File: src/rtl/demux41_scan_pkg.sv
// Shared definitions for the keyed-select receive path: FSM encoding and default sizes.
package demux41_scan_pkg;

    localparam int unsigned DEF_NR_KEY   = 4;
    localparam int unsigned DEF_KEY_LEN  = 2;
    localparam int unsigned DEF_DATA_LEN = 1;

    typedef enum logic {
        ST_IDLE = 1'b0,
        ST_SCAN = 1'b1
    } state_t;

endpackage

File: src/rtl/demux41_scan_key.sv
// Keyed decoder: turns a select key into a one-hot write-enable vector.
module demux41_scan_key #(
    parameter int unsigned NR_KEY  = 4,
    parameter int unsigned KEY_LEN = 2
) (
    input  logic [KEY_LEN-1:0] key,
    input  logic               en,
    output logic [NR_KEY-1:0]  we_c
);

    // Keys at or above NR_KEY match no slot and decode to all-zero.
    always_comb begin
        we_c = '0;
        if (en) begin
            for (int unsigned k = 0; k < NR_KEY; k++) begin
                if (key == KEY_LEN'(k)) begin
                    we_c[k] = 1'b1;
                end
            end
        end
    end

endmodule

File: src/rtl/demux41_scan.sv
// Scans an upstream keyed selector slot by slot and hands the rebuilt vector
// to a consumer as one frame over valid/ready.
module demux41_scan
    import demux41_scan_pkg::*;
#(
    parameter int unsigned NR_KEY   = DEF_NR_KEY,
    parameter int unsigned KEY_LEN  = DEF_KEY_LEN,
    parameter int unsigned DATA_LEN = DEF_DATA_LEN
) (
    input  logic                         clk,
    input  logic                         rst_n,
    input  logic                         en,
    output logic [KEY_LEN-1:0]           sel_o,
    input  logic [DATA_LEN-1:0]          y_i,
    output logic [NR_KEY*DATA_LEN-1:0]   frame_o,
    output logic                         frame_valid_o,
    input  logic                         frame_ready_i,
    output logic                         overrun_o
);

    localparam int unsigned FRAME_W = NR_KEY * DATA_LEN;

    state_t               state, state_nxt;
    logic [KEY_LEN-1:0]   sel_nxt;
    logic [FRAME_W-1:0]   shadow, shadow_nxt;
    logic [FRAME_W-1:0]   frame_nxt;
    logic                 valid_nxt;
    logic                 overrun_nxt;
    logic [NR_KEY-1:0]    we_c;
    logic                 scan_c;
    logic                 last_c;
    logic                 slot_free_c;
    logic                 complete_c;

    assign scan_c = (state == ST_SCAN) && en;

    demux41_scan_key #(
        .NR_KEY  (NR_KEY),
        .KEY_LEN (KEY_LEN)
    ) u_key (
        .key  (sel_o),
        .en   (scan_c),
        .we_c (we_c)
    );

    // Next-state, shadow capture and output handshake.
    always_comb begin
        state_nxt   = state;
        sel_nxt     = sel_o;
        shadow_nxt  = shadow;
        frame_nxt   = frame_o;
        valid_nxt   = frame_valid_o;
        overrun_nxt = overrun_o;

        last_c      = (sel_o == KEY_LEN'(NR_KEY - 1));
        slot_free_c = !frame_valid_o || frame_ready_i;
        complete_c  = scan_c && last_c;

        for (int unsigned k = 0; k < NR_KEY; k++) begin
            if (we_c[k]) begin
                shadow_nxt[k*DATA_LEN +: DATA_LEN] = y_i;
            end
        end

        case (state)
            ST_IDLE: begin
                sel_nxt = '0;
                if (en) begin
                    state_nxt = ST_SCAN;
                end
            end
            ST_SCAN: begin
                if (!en) begin
                    state_nxt = ST_IDLE;
                    sel_nxt   = '0;
                end else if (last_c) begin
                    sel_nxt = '0;
                end else begin
                    sel_nxt = sel_o + KEY_LEN'(1);
                end
            end
            default: begin
                state_nxt = ST_IDLE;
                sel_nxt   = '0;
            end
        endcase

        // Candidate frame already carries the current y_i in the last slot.
        if (frame_valid_o && frame_ready_i) begin
            valid_nxt = 1'b0;
        end
        if (complete_c) begin
            if (slot_free_c) begin
                frame_nxt = shadow_nxt;
                valid_nxt = 1'b1;
            end else begin
                overrun_nxt = 1'b1;
            end
        end
    end

    always_ff @(posedge clk or negedge rst_n) begin
        if (!rst_n) begin
            state         <= ST_IDLE;
            sel_o         <= '0;
            shadow        <= '0;
            frame_o       <= '0;
            frame_valid_o <= 1'b0;
            overrun_o     <= 1'b0;
        end else begin
            state         <= state_nxt;
            sel_o         <= sel_nxt;
            shadow        <= shadow_nxt;
            frame_o       <= frame_nxt;
            frame_valid_o <= valid_nxt;
            overrun_o     <= overrun_nxt;
        end
    end

endmodule

File: config.mk
export PLATFORM = sky130hd
export DESIGN_NAME = demux41_scan
export DESIGN_NICKNAME = d
export VERILOG_FILES = /design/src/rtl/demux41_scan_pkg.sv /design/src/rtl/demux41_scan_key.sv /design/src/rtl/demux41_scan.sv
export SDC_FILE = /design/constraint.sdc
export NUM_CORES = 1
export LEC_CHECK = 0
export BUFFER_PORTS_ARGS = -buffer_cell sky130_fd_sc_hd__buf_2
export CAP_MARGIN = 20
export CORE_MARGIN = 2
export CORE_UTILIZATION = 30
export DETAILED_ROUTE_END_ITERATION = 12
export SYNTH_ARGS = -nofsm -noshare
export SYNTH_HDL_FRONTEND = slang
export SYNTH_SLANG_ARGS = --single-unit
File: constraint.sdc
create_clock -name clk -period 4 [get_ports clk]
set_input_delay 0.2 -clock clk [delete_from_list [all_inputs] [get_ports clk]]
set_output_delay 0.2 -clock clk [all_outputs]
set_load 0.02 [all_outputs]
# Yosys cells after proc, flatten, opt, wreduce, memory -nomap -nowiden
# Cells that the tools add are included.
[totals] regBits=13
[op_classes] n_reduce_logical=8 eq_ne=3 n_bitwise=2 mux=16 add_sub_neg=1
[op_table] op="2-to-1 mux 1 bit" n=12
[op_table] op="equality test 2 bit, second input constant" n=2
[op_table] op="2-to-1 mux 2 bit" n=2
[op_table] op="2-to-1 mux 4 bit" n=1
[op_table] op="case mux 2 bit (2 select lines)" n=1
[op_table] op="AND reduction 2 bit" n=2
[op_table] op="logical AND 1 bit" n=3
[op_table] op="adder 2 x 1 -> 2 bit, second input constant" n=1
[op_table] op="equality test 2 x 1 -> 1 bit, second input constant" n=1
[op_table] op="zero test 2 bit" n=1
[op_table] op="inverter 1 bit" n=2
[op_table] op="zero test 1 bit" n=1
[op_table] op="logical OR 1 bit" n=1

# Depth between registers and ports, before layout
[logic_depth] ltp_word=4 depth_mapped=4 depth_no_buf=4

# Cells and area by module
# Synthesis repeated with hierarchy kept, for this count alone.
[hier_totals] hier_cells=34 area_unflattened_um2=544.3
[modules_own_cells] mod="demux41_scan" area_each_um2=506.7 instances=1 cells_each=30 seq_area_each_um2=325.3
[modules_own_cells] mod="demux41_scan_key" area_each_um2=37.5 instances=1 cells_each=4 seq_area_each_um2=0.0

# Worst setup path before layout
# No wires, ideal clock.
[synth_path] kind="register to register" from="register sel_o[0]" to="register frame_o[3]" path_slack_ps=2568 t_arrival_ps=1308 path_stages_with_launch=5 synth_period_minus_slack_ps=1432 required_time_ps=3875 cell_sequence="dfrtp_1 -> ha_1 -> nand3_4 -> nor2b_4 -> mux2_2"
[synth_via] elab_chain_len=4
[synth_lines] element="from (decl)" line="demux41_scan.sv:13" text="output logic [KEY_LEN-1:0] sel_o,"
[synth_lines] element="from (signal assigned)" line="demux41_scan.sv:112" text="sel_o <= sel_nxt;"
[synth_lines] element="equality test 2 bit (*)" line="demux41_scan_key.sv:16, demux41_scan.sv:55"
[synth_lines] element="2-to-1 mux 1 bit" line="demux41_scan_key.sv:16" text="if (key == KEY_LEN'(k)) begin"
[synth_lines] element="2-to-1 mux 4 bit" line="demux41_scan_key.sv:14" text="if (en) begin"
[synth_lines] element="2-to-1 mux 1 bit" line="demux41_scan.sv:60" text="if (we_c[k]) begin"
[synth_lines] element="to (signal assigned)" line="demux41_scan.sv:114" text="frame_o <= frame_nxt;"
[synth_lines] element="to (decl)" line="demux41_scan.sv:15" text="output logic [NR_KEY*DATA_LEN-1:0] frame_o,"
# Every way passes the cells marked *; elsewhere a longest branch is shown, timed or not.
# A chain may end at the register's enable or synchronous reset.

# Worst setup path in the final report
[layout_path] from="register sel_o[0]" to="register frame_o[0]"
[layout_via] elab_chain_len=4
[layout_lines] element="zero test 2 bit" line="demux41_scan_key.sv:16"
[layout_lines] element="2-to-1 mux 1 bit" line="demux41_scan_key.sv:16"
[layout_lines] element="2-to-1 mux 4 bit" line="demux41_scan_key.sv:14"
[layout_lines] element="2-to-1 mux 1 bit" line="demux41_scan.sv:60"
# Parallel ways exist; a longest one is shown, timed or not.

==> flow_summary.toml <==
[clock_network]
cts_num_sinks = 12
cts_tree = "built"
cts_resized = 0
clk_latency_ns = 0.27
cts-htree-levels = 1
numCtsBuffers = 3
clk_pin_slew_ns = 0.07
cts-hold-fix-buffers = 1
clock_path_buffers = 2
cts_root_buffer = "clkbuf_4"
post-cts-setup-buffers = 0

[route]
final_antenna_net_count = 0
drc = 0
vias = 359
viasPerCell = 4.49
wl_per_cell_um = 10.8
drt_pass1_iterations = 2
drtIter0Drc = 3
routed_wl_um = 861

[yosys]
yosysTopAreaCellShare_pct = 54.5
ys_seq_elements = 12
yosysMostFrequentCell = "dfrtp_1"
yosysUniqueCellTypes = 12
syn_inst = 39
syn_area_um2 = 551
synth_area_per_cell_um2 = 14.1
ys_top_cells_by_area = "dfrtp_1 (55%), mux2_2 (20%), ha_1 (9.1%)"
synthFlopType = "dfrtp_1"
yosysWarnings = 0
synth_top_cell_by_area = "dfrtp_1"
yosysSeqAreaShare_pct = 54.5
synth-edff-count = 0
async_flop_share_pct = 100
synth_common_cells = "dfrtp_1 (12), mux2_2 (10), ha_1 (4), nand3_1 (3)"
synth_nets = 48

[sta]
skew_ns = 0.00909
fin_crit_sh_pct = 35.7
report.final.hold_viol_count = 0
fin_ws_ns = 2.57
max_slew_margin_pct = 82.2
rsz0062_at_grt = "no"
min_period_ns = 1.43
setup_viol = 0
fmax_ghz = 0.701
worst_slew_pin_slew_ns = 0.267
tns_ns = 0
finalMaxSlewViolations = 0

[die]
rows = 15
die_h_um = 46.8
core_area_um2 = 1730
io_pins = 13
dieWidth_um = 46.8
fp.dieArea_um2 = 2190
start_util_pct = 31.9

[critical_path]
cpMostUsedCell = "mux2_2"
crit_fanout = 5
slowest_delay_ns = 0.43
start_kind = "register"
critPathBufInv = 1
cp_cell_sequence = "inv_1 > ha_1 > mux2_2 > mux2_2"
critPathKind = "reg2reg"
cp_top_family = "multiplexers"
crit_arrival_ns = 1.57
worstPathRequired_ns = 4.15
critPathCaptureType = "register"
slowest_stage = "dfrtp_1"

[placed_design]
io_buffer_count = 12
dpl.cell_count = 76
pre_cts_slack_ns = 2.59
hpwlAfterDp_um = 670
gp_congestion = 0.629

[run_status]
outcome = "finished, final reports clean"

[grt]
globalRouteOverflowTotal = 0
grt_pass1_vias = 315
antenna_found_initial = 0
grtUsageTotal_pct = 10.2
grt_first_pass_wirelength_um = 1420
grt_max_degree = 13

[power]
total_power_uw = 244
p_leak_uw = 0.000352
power_density_nw_per_um2 = 362
peakVddDrop_uv = 247

[final_layout]
final_cells = 80
areaGrowthSynthToFinish_pct = 22.5
layout.nets = 66
antenna_cells = 0
drive_above_1_share_pct = 50.9

[run]
drv_cap = 0

[hold_path]
hp-class = "in2reg"
[sequential cells by signal (all words and copies together), names as in the netlist]
| name | flops |
|---|---|
| overrun_o | 1 |
| frame_o | 4 |
| sel_o | 2 |
| state | 1 |
| shadow | 3 |
| frame_valid_o | 1 |
[stage by stage]
step                      hold WS (ns)  utilization [%]  area (um^2)
after detailed placement        0.0942             37.2          642
final                            0.136             39.1          674
after floorplan                -0.0956                -          551
after global routing             0.122             39.1          674
after global placement          0.0948             37.2          642
after CTS                        0.126             39.1          674
[metal layers]
layer | global-route usage [%] | vias up | part of all wire (%)
met5 | 0 | - | 0
met4 | 5.00 | 0 | 1.4
met3 | 6.92 | 2 | 7.4
met2 | 14.5 | 11 | 48
met1 | 11.8 | 177 | 43
li1 | - | 169 | -
[power breakdown]
group	total [uW]	switching [uW]	leakage [uW]	internal, uW
Clock	71.7	36.9	0.0000138	34.8
Combinational	34.6	16.3	0.000179	18.3
Sequential	138	6.10	0.000159	132
[cell type report]
class                   count  area, um^2
clock buffers               3        22.5
fillers                   177        1050
inverters                   2        7.51
multi-input cells          25         243
flip-flops and latches     12         300
well taps                  25        31.3
repair buffers             13        70.1
[logic make-up (layout without fill, tap and decap cells)]
| kind of cell | Yosys count | in the layout | synth area share (%) |
|---|---|---|---|
| AO/OA/AOI/OAI | 1 | 1 | 1.36 |
| multiplexers | 10 | 10 | 20.5 |
| buffers and inverters | 2 | 18 | 1.36 |
| adder cells (fa/ha/maj) | 4 | 4 | 9.09 |
| AND/OR/NAND/NOR | 10 | 10 | 13.2 |
| flip-flops | 12 | 12 | 54.5 |
[cell usage in the layout, fill, tap and decap left out]
master	instances
dfrtp_1	12
buf_2	12
mux2_2	10
ha_1	4
nand3_1	3
clkbuf_4	3
nand2_1	2
inv_1	2
nor3_1	1
nand2b_1	1
nand3_4	1
and3_2	1
nor2b_4	1
o21bai_1	1
dlygate4sd3_1	1
[worst paths after layout]
| kind | from | cells past startpoint | slack (ns) | endpoint |
|---|---|---|---|---|
| setup / recovery | sel_o[0]$_DFF_PN0_ | 4 | 2.57 | frame_o[0]$_DFFE_PN0P_ |
| hold / removal | en | 1 | 0.14 | state$_DFF_PN0_ |
| setup reg to reg | sel_o[0]$_DFF_PN0_ | 4 | 2.57 | frame_o[0]$_DFFE_PN0P_ |
| hold reg to reg | overrun_o$_DFFE_PN0P_ | 1 | 0.48 | overrun_o$_DFFE_PN0P_ |
| max in group asynchronous | rst_n | 2 | 3.45 | frame_o[2]$_DFFE_PN0P_ |
| min in group asynchronous | rst_n | 2 | 0.33 | frame_valid_o$_DFF_PN0_ |
(Power assumes the default switching activity.)
